==> src/rtl/deal_pkg.sv <==
// rtl/deal_pkg.sv - shared defaults, card type and sequencer state encoding
// Purpose : common definitions imported by deal_sequencer and its bench.
// Contents: DECK_SIZE_DEF / CARD_W_DEF defaults, card_t, state_t {IDLE, INIT, SHUFFLE, DEAL, DONE}.
package deal_pkg;

    localparam int DECK_SIZE_DEF = 52;
    localparam int CARD_W_DEF    = 6;

    typedef logic [CARD_W_DEF-1:0] card_t;

    typedef enum logic [2:0] {
        IDLE,
        INIT,
        SHUFFLE,
        DEAL,
        DONE
    } state_t;

endpackage

==> src/rtl/rand_range_reduce.sv <==
// rtl/rand_range_reduce.sv - maps a raw prng byte onto a swap index 0..k
// Purpose : j = rand_num % (k+1); accept qualifies the draw.
// Config  : UNBIASED_SHUFFLE_EN defined -> draws at or above the largest multiple of (k+1)
//           are rejected (accept = 0); undefined -> accept tied high.
// Ports   : i_rand_num [RAND_W] raw random value
//           i_k        [IDX_W]  current top-of-range index (range is 0..k)
//           o_j        [IDX_W]  reduced index
//           o_accept   [1]      draw usable this cycle
module rand_range_reduce #(
    parameter int RAND_W = 8,
    parameter int IDX_W  = 6
) (
    input  logic [RAND_W-1:0] i_rand_num,
    input  logic [IDX_W-1:0]  i_k,
    output logic [IDX_W-1:0]  o_j,
    output logic              o_accept
);

    // One extra bit so that both k+1 and 2**RAND_W are representable.
    localparam int OP_W = ((RAND_W > IDX_W) ? RAND_W : IDX_W) + 1;

    logic [OP_W-1:0] w_rand;
    logic [OP_W-1:0] w_div;
    logic [OP_W-1:0] w_rem;

    assign w_rand = OP_W'(i_rand_num);
    assign w_div  = OP_W'(i_k) + OP_W'(1);
    assign w_rem  = w_rand % w_div;
    assign o_j    = w_rem[IDX_W-1:0];

`ifdef UNBIASED_SHUFFLE_EN
    localparam logic [OP_W-1:0] RANGE = OP_W'(1) << RAND_W;

    logic [OP_W-1:0] w_limit;

    // Values at or above the largest multiple of (k+1) would favour low indices.
    assign w_limit  = RANGE - (RANGE % w_div);
    assign o_accept = (w_rand < w_limit);
`else
    assign o_accept = 1'b1;
`endif

endmodule

==> src/rtl/deal_sequencer.sv <==
// rtl/deal_sequencer.sv - multi-cycle deck init, Fisher-Yates shuffle and round-robin deal
// Purpose : initialise deck[i]=i, one swap per cycle from the prng, then stream
//           NUM_PLAYERS*HAND_SIZE cards over a valid/ready interface.
// Config  : UNBIASED_SHUFFLE_EN enables rejection sampling in rand_range_reduce.
// Ports   : clk, rst (sync, active high), start (pulse, honoured in IDLE/DONE)
//           rand_num [RAND_W]  prng value, new every cycle
//           deal_ready         consumer accepts current card
//           busy               INIT/SHUFFLE/DEAL
//           deal_valid, deal_card [CARD_W], deal_player, deal_last  registered deal stream
//           done               level, high in DONE
module deal_sequencer
    import deal_pkg::*;
#(
    parameter int DECK_SIZE   = DECK_SIZE_DEF,
    parameter int CARD_W      = CARD_W_DEF,
    parameter int RAND_W      = 8,
    parameter int NUM_PLAYERS = 4,
    parameter int HAND_SIZE   = 7
) (
    input  logic                           clk,
    input  logic                           rst,
    input  logic                           start,
    input  logic [RAND_W-1:0]              rand_num,
    input  logic                           deal_ready,
    output logic                           busy,
    output logic                           deal_valid,
    output logic [CARD_W-1:0]              deal_card,
    output logic [$clog2(NUM_PLAYERS)-1:0] deal_player,
    output logic                           deal_last,
    output logic                           done
);

    localparam int IDX_W = $clog2(DECK_SIZE);
    localparam int PL_W  = $clog2(NUM_PLAYERS);
    localparam int N     = NUM_PLAYERS * HAND_SIZE;

    if (N > DECK_SIZE) begin : g_bad_deal_size
        $error("deal_sequencer: NUM_PLAYERS*HAND_SIZE exceeds DECK_SIZE");
    end
    if ((2 ** CARD_W) < DECK_SIZE) begin : g_bad_card_w
        $error("deal_sequencer: CARD_W too narrow for DECK_SIZE");
    end

    state_t             r_state;
    state_t             w_next;
    logic [IDX_W-1:0]   r_i;
    logic [IDX_W-1:0]   r_k;
    logic [IDX_W-1:0]   r_d;
    logic [PL_W-1:0]    r_pnext;
    logic [CARD_W-1:0]  r_deck [DECK_SIZE];
    logic               r_valid;
    logic [CARD_W-1:0]  r_card;
    logic [PL_W-1:0]    r_player;
    logic               r_last;
    logic [IDX_W-1:0]   w_j;
    logic               w_accept;
    logic               w_xfer;
    logic               w_busy;
    logic               w_done;

    rand_range_reduce #(
        .RAND_W (RAND_W),
        .IDX_W  (IDX_W)
    ) u_reduce (
        .i_rand_num (rand_num),
        .i_k        (r_k),
        .o_j        (w_j),
        .o_accept   (w_accept)
    );

    assign w_xfer = r_valid && deal_ready;

    always_ff @(posedge clk) begin
        if (rst) begin
            r_state <= IDLE;
        end else begin
            r_state <= w_next;
        end
    end

    always_comb begin
        w_next = r_state;
        w_busy = 1'b0;
        w_done = 1'b0;
        case (r_state)
            IDLE: begin
                if (start) w_next = INIT;
            end
            INIT: begin
                w_busy = 1'b1;
                if (r_i == IDX_W'(DECK_SIZE - 1)) w_next = SHUFFLE;
            end
            SHUFFLE: begin
                w_busy = 1'b1;
                if (w_accept && (r_k == IDX_W'(1))) w_next = DEAL;
            end
            DEAL: begin
                w_busy = 1'b1;
                if (w_xfer && r_last) w_next = DONE;
            end
            DONE: begin
                w_done = 1'b1;
                if (start) w_next = INIT;
            end
            default: w_next = IDLE;
        endcase
    end

    // Counters and the registered deal stream.
    always_ff @(posedge clk) begin
        if (rst) begin
            r_i      <= '0;
            r_k      <= '0;
            r_d      <= '0;
            r_pnext  <= '0;
            r_valid  <= 1'b0;
            r_card   <= '0;
            r_player <= '0;
            r_last   <= 1'b0;
        end else begin
            case (r_state)
                IDLE, DONE: begin
                    if (start) r_i <= '0;
                end
                INIT: begin
                    r_i <= r_i + 1'b1;
                    if (r_i == IDX_W'(DECK_SIZE - 1)) r_k <= IDX_W'(DECK_SIZE - 1);
                end
                SHUFFLE: begin
                    if (w_accept) begin
                        r_k <= r_k - 1'b1;
                        if (r_k == IDX_W'(1)) begin
                            r_d     <= '0;
                            r_pnext <= '0;
                        end
                    end
                end
                DEAL: begin
                    // Load a new card when the output slot is empty or being drained.
                    if (!r_valid || deal_ready) begin
                        if (r_valid && r_last) begin
                            r_valid <= 1'b0;
                            r_last  <= 1'b0;
                        end else begin
                            r_valid  <= 1'b1;
                            r_card   <= r_deck[r_d];
                            r_player <= r_pnext;
                            r_last   <= (r_d == IDX_W'(N - 1));
                            r_d      <= r_d + 1'b1;
                            r_pnext  <= (r_pnext == PL_W'(NUM_PLAYERS - 1)) ? '0 : r_pnext + 1'b1;
                        end
                    end
                end
                default: ;
            endcase
        end
    end

    // Deck storage needs no reset: INIT rewrites every entry before use.
    always_ff @(posedge clk) begin
        if (!rst) begin
            if (r_state == INIT) begin
                r_deck[r_i] <= CARD_W'(r_i);
            end else if ((r_state == SHUFFLE) && w_accept) begin
                r_deck[r_k] <= r_deck[w_j];
                r_deck[w_j] <= r_deck[r_k];
            end
        end
    end

    assign busy        = w_busy;
    assign done        = w_done;
    assign deal_valid  = r_valid;
    assign deal_card   = r_card;
    assign deal_player = r_player;
    assign deal_last   = r_last;

endmodule
==> config.mk <==
export PLATFORM = sky130hd
export DESIGN_NAME = deal_sequencer
export DESIGN_NICKNAME = d
export VERILOG_FILES = /design/src/rtl/deal_pkg.sv /design/src/rtl/rand_range_reduce.sv /design/src/rtl/deal_sequencer.sv
export SDC_FILE = /design/constraint.sdc
export NUM_CORES = 1
export LEC_CHECK = 0
export BUFFER_PORTS_ARGS = -buffer_cell sky130_fd_sc_hd__buf_2
export CAP_MARGIN = 15
export CORE_MARGIN = 4
export CORE_UTILIZATION = 50
export CTS_CLUSTER_SIZE = 28
export DETAILED_ROUTE_END_ITERATION = 16
export PLACE_DENSITY_LB_ADDON = 0.2
export SETUP_SLACK_MARGIN = 0.02
export SLEW_MARGIN = 5
export SYNTH_ARGS = -nofsm -noshare
export SYNTH_HDL_FRONTEND = slang
export SYNTH_SLANG_ARGS = --single-unit
==> constraint.sdc <==
create_clock -name clk -period 16.6 [get_ports clk]
set_input_delay 0 -clock clk [delete_from_list [all_inputs] [get_ports clk]]
set_output_delay 0 -clock clk [all_outputs]
set_load 0.02 [all_outputs]
# Yosys cells after proc, flatten, opt, wreduce, memory -nomap -nowiden

Memories as Yosys holds them, arrays and structs flattened. A register that Yosys moved wholly into a read port is not among the register bits.
Index checks and enable logic that the tools add are counted.

Add/sub/neg operators: 5
Divide/modulo/power cells: 1
Eq/ne operators: 14
Multiplexer cells: 34
Bitwise operators: 1
Reduce and logical (&&, ||, !) cells: 18

Operators by type and width:

| operator                                                               | number |
|---|---|
| 6-bit two-way mux                                                      | 9 |
| 6-bit case mux with 2 select lines                                     | 3 |
| 6-bit by 1-bit adder with 6-bit output (second input constant)         | 2 |
| 1-bit two-way mux                                                      | 12 |
| 3-bit two-way mux                                                      | 4 |
| 3-bit case mux with 4 select lines                                     | 1 |
| 2-bit != test (second input constant)                                  | 5 |
| 8-bit by 9-bit modulo with 9-bit output                                | 1 |
| 2-bit two-way mux                                                      | 4 |
| 4-bit AND reduction                                                    | 2 |
| 6-bit by 1-bit adder with 7-bit output (second input constant)         | 1 |
| 3-bit by 2-bit equality test with 1-bit output (second input constant) | 2 |
| 6-bit by 1-bit equality test with 1-bit output (second input constant) | 1 |
| 6-bit by 5-bit equality test with 1-bit output (second input constant) | 1 |
| 6-bit equality test (second input constant)                            | 1 |
| 2-bit AND reduction                                                    | 3 |
| 2-bit nonzero test                                                     | 3 |
| 6-bit OR reduction                                                     | 1 |
| 6-bit by 1-bit subtractor with 6-bit output (second input constant)    | 1 |
| 2-bit case mux with 2 select lines                                     | 1 |
| 3-bit by 1-bit equality test with 1-bit output (second input constant) | 1 |
| 3-bit equality test (second input constant)                            | 1 |
| 1-bit logical AND                                                      | 3 |
| 3-bit logical NOT                                                      | 1 |
| other kinds (9)                                                        | 9 |

Register bits: 27
Memory bits (writable): 312
Bits of input ports: 12
Output and inout port bits: 12
Word-level logic and storage cells: 82
Memories kept: 1

Memories:

| name   | depth | bits a word | read ports | clocked after memory_dff | wr ports | RTL line             | text |
|---|---|---|---|---|---|---|---|
| r_deck | 52    | 6           | 3          | 2                        | 2        | deal_sequencer.sv:50 | `logic [CARD_W-1:0] r_deck [DECK_SIZE];` |

# Depth between registers and ports, before layout

Gate-level depths: netlist of run 1.

Depth after elaboration: 7
Depth in mapped cells: 67
Depth with buffers taken out: 64

# Modules after synthesis

From an unflattened synthesis of run 1, not the netlist that was laid out.

Cells, all modules: 2243
Area total of the unflattened synthesis: 25548.3 um^2

Modules (own cells, without submodules):

| module            | times used | cells an instance | area an instance (um^2) | sequential area each (um^2) |
|---|---|---|---|---|
| deal_sequencer    | 1          | 1930              | 23145.9                 | 10149.7 |
| rand_range_reduce | 1          | 313               | 2402.3                  | 0.0 |

# Least setup slack after synthesis of run 1

OpenSTA, ideal clock, no wires.

Path type: flip-flop to flip-flop
Start: register r_k[0]
End: memory r_deck[17][1] in the netlist's numbering (data pin)
Setup time: 0.282 ns
Arrival: 13.435 ns
Required time: 16.318 ns
Path slack: 2.883 ns
Cell stages (with the launch flop): 61
Buffers on the path: 1
Period minus slack after synthesis: 13.717 ns
Cells stage by stage: dfxtp_1 -> ha_1 -> and2_1 -> a21oi_1 -> nand2b_1 -> nor2_1 -> ha_1 -> or4b_1 -> nand2_1 -> nor4b_4 -> ha_1 -> a21oi_1 -> nand2_1 -> o31ai_1 -> a22oi_1 -> ha_1 -> or3_1 -> o22a_1 -> [25 not listed] -> o211ai_2 -> nor2_1 -> a21oi_1 -> ha_1 -> nor2b_1 -> o21a_1 -> o21ai_0 -> a21oi_1 -> o31a_1 -> a2111o_1 -> o22a_4 -> o21ai_2 -> mux4_2 -> a22oi_1 -> nand3_1 -> o22ai_4 -> buf_6 -> mux2i_1

RTL lines:

| element                | RTL line              | text |
|---|---|---|
| from (decl)            | deal_sequencer.sv:47  | `logic [IDX_W-1:0] r_k;` |
| from (signal assigned) | deal_sequencer.sv:127 | `if (r_i == IDX_W'(DECK_SIZE - 1)) r_k <= IDX_W'(DECK_SIZE - 1);` |
| from (signal assigned) | deal_sequencer.sv:131 | `r_k <= r_k - 1'b1;` |
| to (decl)              | deal_sequencer.sv:50  |  |

==> results of run 1 <==
-- cells by family (layout without fill, tap and decap cells) --
family | count (synthesis) | after routing | synth area share
AO/OA/AOI/OAI | 427 | 428 | 0.1225
AND/OR/NAND/NOR | 416 | 416 | 0.07767
multiplexers | 553 | 553 | 0.3215
adder cells (fa/ha/maj) | 50 | 50 | 0.02506
other | 0 | 2 | 0
XOR/XNOR | 28 | 28 | 0.009708
buffers and inverters | 216 | 207 | 0.04181
flip-flops | 351 | 351 | 0.4018
-- synth_stat cells (7+ instances only) --
library cell               number  area [um2]
sky130_fd_sc_hd__xor2_1        12       105.1
sky130_fd_sc_hd__clkbuf_1     102       382.9
sky130_fd_sc_hd__buf_1         20       75.07
sky130_fd_sc_hd__a21o_1        10       75.07
sky130_fd_sc_hd__mux2i_1      330        3303
sky130_fd_sc_hd__dfxtp_1       39       780.8
sky130_fd_sc_hd__a222oi_1      12       120.1
sky130_fd_sc_hd__ha_1          49       613.1
sky130_fd_sc_hd__a21oi_1       40       200.2
sky130_fd_sc_hd__xnor2_1       16       140.1
sky130_fd_sc_hd__o31ai_1       10       75.07
sky130_fd_sc_hd__mux4_2       204        4594
sky130_fd_sc_hd__buf_2         47       235.2
sky130_fd_sc_hd__nor3_1        16       80.08
sky130_fd_sc_hd__nor2_1        76       285.3
sky130_fd_sc_hd__or3_1          9       56.30
sky130_fd_sc_hd__o21bai_1      15       112.6
sky130_fd_sc_hd__nand2b_1      14       87.58
sky130_fd_sc_hd__o21a_1        15       112.6
sky130_fd_sc_hd__and2_1        26       162.7
sky130_fd_sc_hd__nand4_1       13       81.33
sky130_fd_sc_hd__nor2b_1       15       93.84
sky130_fd_sc_hd__nand3_1       37       185.2
sky130_fd_sc_hd__nand2_1      178       668.1
sky130_fd_sc_hd__inv_1         19       71.32
sky130_fd_sc_hd__nand3b_1       7       52.55
sky130_fd_sc_hd__o21ai_1       25       125.1
sky130_fd_sc_hd__a211oi_1      11       82.58
sky130_fd_sc_hd__buf_6         22       247.7
sky130_fd_sc_hd__a22oi_1      135        1013
sky130_fd_sc_hd__edfxtp_1     312        9369
sky130_fd_sc_hd__o21ai_0       83       415.4
sky130_fd_sc_hd__mux2_2        16       180.2
-- registers in the layout, indices dropped and copies added, names as in the netlist, named ones only --
signal,count
r_deck,312
r_d,6
deal_player,2
deal_last,1
deal_card,6
r_pnext,2
r_k,6
r_i,6
r_state,3
deal_valid,1
-- cells in the final DEF (no fill, tap or decap), types with 16 or more instances in the layout --
| cell type | netlist | routed |
|---|---|---|
| sky130_fd_sc_hd__a21oi_1 | 40 | 40 |
| sky130_fd_sc_hd__a22oi_1 | 135 | 135 |
| sky130_fd_sc_hd__and2_1 | 26 | 26 |
| sky130_fd_sc_hd__buf_2 | 47 | 26 |
| sky130_fd_sc_hd__buf_4 | 5 | 72 |
| sky130_fd_sc_hd__clkbuf_16 | 0 | 42 |
| sky130_fd_sc_hd__dfxtp_1 | 39 | 35 |
| sky130_fd_sc_hd__edfxtp_1 | 312 | 312 |
| sky130_fd_sc_hd__ha_1 | 49 | 49 |
| sky130_fd_sc_hd__inv_1 | 19 | 19 |
| sky130_fd_sc_hd__mux2_2 | 16 | 16 |
| sky130_fd_sc_hd__mux2i_1 | 330 | 329 |
| sky130_fd_sc_hd__mux4_2 | 204 | 204 |
| sky130_fd_sc_hd__nand2_1 | 178 | 178 |
| sky130_fd_sc_hd__nand3_1 | 37 | 37 |
| sky130_fd_sc_hd__nor2_1 | 76 | 74 |
| sky130_fd_sc_hd__nor3_1 | 16 | 16 |
| sky130_fd_sc_hd__o21ai_0 | 83 | 74 |
| sky130_fd_sc_hd__o21ai_1 | 25 | 27 |
| sky130_fd_sc_hd__xnor2_1 | 16 | 16 |
-- path summary, 6_finish.rpt --
kind                                    from  cells after the start             to
worst max-delay path                  r_k[1]                     56  r_deck[38][5]
worst min-delay path              deal_ready                      5      deal_last
worst max register to register        r_k[1]                     56  r_deck[38][5]
worst min register to register  deal_card[5]                      2   deal_card[5]
-- final cells by class --
cell class | count | area share
well taps | 672 | 0.03048
clock inverters | 21 | 0.007755
diodes | 2 | 0.0001814
inverters | 20 | 0.002812
multi-input cells | 1475 | 0.5163
flip-flops and latches | 351 | 0.3684
clock buffers | 50 | 0.03955
repair buffers | 116 | 0.03447
-- per-layer routing --
layer	global-route usage	vias to the layer above
met2	0.4835	1481
met3	0.09537	327
met4	0.1586	0
li1	-	8091
met5	0	-
met1	0.4277	9738
-- worst reg2reg max path: cells and delay by family (launching register included) --
| kind | cells | cell delay (ns) |
|---|---|---|
| AO/OA/AOI/OAI | 26 | 7.03 |
| adder cells (fa/ha/maj) | 9 | 2.89 |
| buffers and inverters | 3 | 0.56 |
| flip-flops | 1 | 0.38 |
| multiplexers | 2 | 0.78 |
| AND/OR/NAND/NOR | 16 | 3.93 |
-- metrics by stage --
step	std cells	hold slack [ns]	worst slack (ns)
5_1_grt	2705	0.4651	-0.1063
4_1_cts	2687	0.3719	0.01900
3_3_place_gp	2607	0.3098	0.5219
3_5_place_dp	2610	0.3187	-0.08685
6_report	2707	0.3813	0.6542
2_1_floorplan	2041	0.1618	2.883
-- what timing repair did --
item,CTS,global route
pin swaps,1,9
hold buffers,5,0
endpoints found under the setup margin,54,624
buffers inserted,0,16
gates cloned,1,0
resized for setup,1,14
hold endpoints to repair,19,0
==> flow_metrics.py, run 1 <==
metrics = {
    "hold_path": {
        "min-delay-path-class": "input port to flip-flop",
    },
    "floorplan": {
        "start_util": 0.5045,
        "fp.dieW_um": 232.8,
        "die_h_um": 232.8,
        "placement_rows": 82,
        "fp.coreArea_mm2": 0.05007,
        "die_area_mm2": 0.05418,
        "num_io_pins": 24,
    },
    "yosys": {
        "syn_area_per_cell_um2": 12.38,
        "mappedNetlistNets": 2103,
        "yosys_warnings": 0,
        "asyncSetResetFlopFracSynth": 0,
        "syn_inst": 2041,
        "main_flop_type_after_synthesis": "sky130_fd_sc_hd__edfxtp_1",
        "yosys.cell_types.count": 89,
        "synth_edf_count": 312,
        "number_of_storage_elements_in_the_synthesis_netlist": 351,
        "syn-cell-area_mm2": 0.02526,
        "synth.yosys.seq_area_share": 0.4018,
    },
    "clock_tree": {
        "number_of_cts_inserted_buffers": 40,
        "clockBufferDepth": 3,
        "cts-root-buf": "sky130_fd_sc_hd__clkbuf_16",
        "insertion_delay_ns": 0.58,
        "path_clk_slew_ns": 0.06,
        "clock_tree_from_tritoncts": "yes",
        "htree_num_levels": 2,
        "clock_sink_count": 351,
    },
    "routing": {
        "detail-route-antenna-nets": 0,
        "vias": 19640,
        "detailedRoute.firstIterationViolations": 3218,
        "drt_wl_total_um": 87540,
        "detailroute.wirelength.met3_um": 11260,
        "dr.max_layer_used": "met4",
        "post_route_met1_wirelength_um": 32120,
        "wire_per_inst_um": 32.34,
        "post_drt_via_cell_ratio": 7.254,
        "firstDrtPassIters": 7,
        "drc": 0,
        "wl_met2_um": 38730,
    },
    "timing": {
        "timing.final.hold_violations": 0,
        "final_max_slew_viol_count": 0,
        "timing.final.crit_period_ns": 15.95,
        "slew-limit-headroom": 0.1427,
        "setup-tns-final_ns": 0,
        "maximum_clock_skew_at_final_layout_ns": 0.02562,
        "worstMarginPinSlew_ns": 1.277,
        "count_of_final_setup_violators": 0,
        "fmaxAchievable_mhz": 62.71,
        "min_period_over_period": 0.9606,
    },
    "setup_path": {
        "crit_fanout": 19,
        "cpMaxStageDelayCell": "sky130_fd_sc_hd__o22ai_4",
        "cpLargestDelayFamily": "compound AO/OA/AOI/OAI gates",
        "arrival_ns": 16.14,
        "worst-path-buf-inv": 3,
        "crit_path_end_kind": "flip-flop",
        "timing.setup.critical_path_class": "flip-flop to flip-flop",
        "most_frequent_cp_cell": "sky130_fd_sc_hd__ha_1",
        "cp_data_required_time_ns": 16.80,
        "slowest_cell_delay_on_critical_path_ns": 0.77,
        "reg2reg_setup_slack_ns": 0.65,
        "cp-start-kind": "flip-flop",
    },
    "finish": {
        "post-route-util": 0.5510,
        "register_area_mm2": 0.01016,
        "filler_instances": 4161,
        "flow.area_growth_from_synthesis_pct": 9.218,
        "final_area_mm2": 0.02759,
        "fraction_of_layout_cells_with_a_size_suffix_above_1": 0.2184,
        "multi_input_comb_area_mm2": 0.01424,
        "finish.net_count": 2066,
    },
    "run_status": {
        "result_of_the_run": "complete, no violations",
    },
    "global_route": {
        "globalRoute.totalOverflow": 0,
        "antenna_found_initial": 2,
        "track_usage": 0.3217,
        "first_global_vias": 18980,
        "global_route_wire_length_before_repair_um": 129500,
        "pin_count_of_the_biggest_net_entering_global_routing": 61,
    },
    "place": {
        "port_buffers": 23,
        "place_hpwl_um": 60130,
        "gp_congestion": 1.009,
        "placed_area_mm2": 0.02601,
    },
    "flow_run": {
        "maxCapViolations": 0,
    },
}
Power of run 1 is left out: the tool's default activity adds up to more than one toggle a clock period on the data nets, which glitch-free logic cannot reach.
==> inputs of run 2 (changes only) <==
--- a/config.mk
+++ b/config.mk
@@ -11,6 +11,7 @@
 export CORE_UTILIZATION = 50
 export CTS_CLUSTER_SIZE = 28
 export DETAILED_ROUTE_END_ITERATION = 16
+export GPL_TIMING_DRIVEN = 0
 export PLACE_DENSITY_LB_ADDON = 0.2
 export SETUP_SLACK_MARGIN = 0.02
 export SLEW_MARGIN = 5
==> run 2 against run 1 <==
  * Sequential cell count did not move
  * Global-route usage rose by 7.2 points
  * Critical path depth rose by 4
  * Critical path type unchanged
==> flow_metrics.py, run 2 (synthesis results as in run 1) <==
metrics = {
    "global_route": {
        "first_global_vias": 20120,
        "globalRoute.totalOverflow": 0,
        "pin_count_of_the_biggest_net_entering_global_routing": 14,
        "track_usage": 0.3936,
        "global_route_wire_length_before_repair_um": 149700,
        "antenna_found_initial": 10,
    },
    "floorplan": {
        "fp.coreArea_mm2": 0.05007,
        "die_area_mm2": 0.05418,
        "fp.dieW_um": 232.8,
        "num_io_pins": 24,
        "start_util": 0.5045,
        "die_h_um": 232.8,
        "placement_rows": 82,
    },
    "clock_tree": {
        "cts-root-buf": "sky130_fd_sc_hd__clkbuf_16",
        "clock_sink_count": 351,
        "clockBufferDepth": 3,
        "insertion_delay_ns": 0.60,
        "path_clk_slew_ns": 0.06,
        "clock_tree_from_tritoncts": "yes",
        "htree_num_levels": 2,
        "number_of_cts_inserted_buffers": 42,
    },
    "timing": {
        "setup-tns-final_ns": 0,
        "final_max_slew_viol_count": 0,
        "fin_ws_ns": 0.4955,
        "maximum_clock_skew_at_final_layout_ns": 0.02545,
        "timing.final.crit_period_ns": 16.10,
        "worstMarginPinSlew_ns": 1.377,
        "slew-limit-headroom": 0.07233,
        "fmaxAchievable_mhz": 62.09,
        "timing.final.hold_violations": 0,
        "min_period_over_period": 0.9701,
        "count_of_final_setup_violators": 0,
    },
    "finish": {
        "mostFrequentLayoutCells": "sky130_fd_sc_hd__mux2i_1, sky130_fd_sc_hd__edfxtp_1, sky130_fd_sc_hd__mux4_2",
        "multi_input_comb_area_mm2": 0.01416,
        "final_cell_count_without_fillers": 2857,
        "largest_reg_flops": 312,
        "fraction_of_layout_cells_with_a_size_suffix_above_1": 0.2174,
        "register_area_mm2": 0.01015,
        "finish.net_count": 2206,
        "max_flop_register": "r_deck",
        "most_common_library_cell_in_the_layout_ignoring_fill_and_taps": "sky130_fd_sc_hd__mux2i_1",
        "filler_instances": 4282,
        "flow.area_growth_from_synthesis_pct": 11.70,
    },
    "flow_run": {
        "maxCapViolations": 0,
    },
    "setup_path": {
        "crit_path_end_kind": "flip-flop",
        "timing.setup.critical_path_class": "flip-flop to flip-flop",
        "worst_setup_path_endpoint": "r_deck[7][4]",
        "rr_worst_depth": 60,
        "crit_fanout": 11,
        "slowest_cell_delay_on_critical_path_ns": 0.74,
        "cp-start-kind": "flip-flop",
        "reg2reg_setup_slack_ns": 0.50,
        "crit-reg2reg-capture": "r_deck[7][4]",
        "arrival_ns": 16.30,
        "reg2reg_from": "r_k[0]",
        "most_frequent_cp_cell": "sky130_fd_sc_hd__ha_1",
        "cp_data_required_time_ns": 16.80,
        "cpMaxStageDelayCell": "sky130_fd_sc_hd__clkbuf_1",
        "setup.worst_path.start": "r_k[0]",
    },
    "place": {
        "port_buffers": 23,
        "dp_worst_setup_slack_ns": -1.341,
        "place_hpwl_um": 80440,
        "post-place-cells": 2750,
        "gp_congestion": 1.082,
    },
    "routing": {
        "detailedRoute.firstIterationViolations": 3573,
        "vias": 21380,
        "wire_per_inst_um": 38.11,
        "post_drt_via_cell_ratio": 7.484,
        "drc": 0,
        "detail-route-antenna-nets": 0,
        "firstDrtPassIters": 7,
        "drt_wl_total_um": 108900,
    },
    "hold_path": {
        "min-delay-path-class": "input port to flip-flop",
    },
    "run_status": {
        "result_of_the_run": "complete, no violations",
    },
}
run 2: changes by cell type in the layout (fill, tap and decap cells not counted), sizes merged:
cell | previous run | this run
clkbuf | 51 | 161
buf | 110 | 151
diode | 2 | 9
clkinv | 13 | 9
dlygate4sd3 | 5 | 3
inv | 23 | 22
o22ai | 15 | 14
run 2: layout make-up:
cell class / instances / share of cell area
diodes: 9 / 0.0007982
plain buffers: 192 / 0.03507
clock buffers: 60 / 0.04266
clock inverters: 16 / 0.006962
inverters: 20 / 0.002882
multi-input cells: 1474 / 0.5018
flip-flops and latches: 351 / 0.3599
well taps: 672 / 0.02980
repair buffers: 63 / 0.02013
run 2: how the worst min path moves through the flow:
stage | start | to | slack [ns] | cells after the start
floorplan | start | r_state[0] | 0.16 | 2
detailed placement | start | r_state[0] | 0.31 | 3
CTS | start | r_state[0] | 0.25 | 4
global placement | start | r_state[0] | 0.31 | 3
global route | start | r_state[0] | 0.31 | 4
finish | start | r_state[0] | 0.27 | 4
run 2: repair_timing:
item / CTS / global route
hold endpoints to repair: 11 / 0
endpoints found under the setup margin: 594 / 624
hold buffers: 3 / 0
gates resized for setup: 15 / 36
pin swaps: 5 / 5
buffers inserted: 10 / 11
run 2: metal layers:
layer / routed length, um / vias to the layer above / share of wire / GRT usage
met2: 45310 / 1934 / 0.42 / 0.5639
li1: - / 8401 / - / -
met4: 8546 / 8 / 0.078 / 0.2436
met3: 15950 / 491 / 0.15 / 0.1560
met5: 144 / - / 0.0013 / 0.01746
met1: 38940 / 10550 / 0.36 / 0.4985
run 2: worst max-delay path, delay by kind of cell, from the launching register on:
kind	cells	cell delay, ns
flip-flops	1	0.40
AND/OR/NAND/NOR	19	4.35
adder cells (fa/ha/maj)	9	2.80
AO/OA/AOI/OAI	24	5.47
multiplexers	2	0.71
buffers and inverters	6	1.96
run 2: stage by stage:
step,util,hold slack [ns],instance area (um2)
after floorplan,-,0.1618,25260
after detailed placement,0.5270,0.3058,26390
final,0.5636,0.2685,28220
after CTS,0.5591,0.2545,27990
after global placement,0.5236,0.3072,26220
after global routing,0.5632,0.3058,28200
Power of run 2 is left out for the same reason.
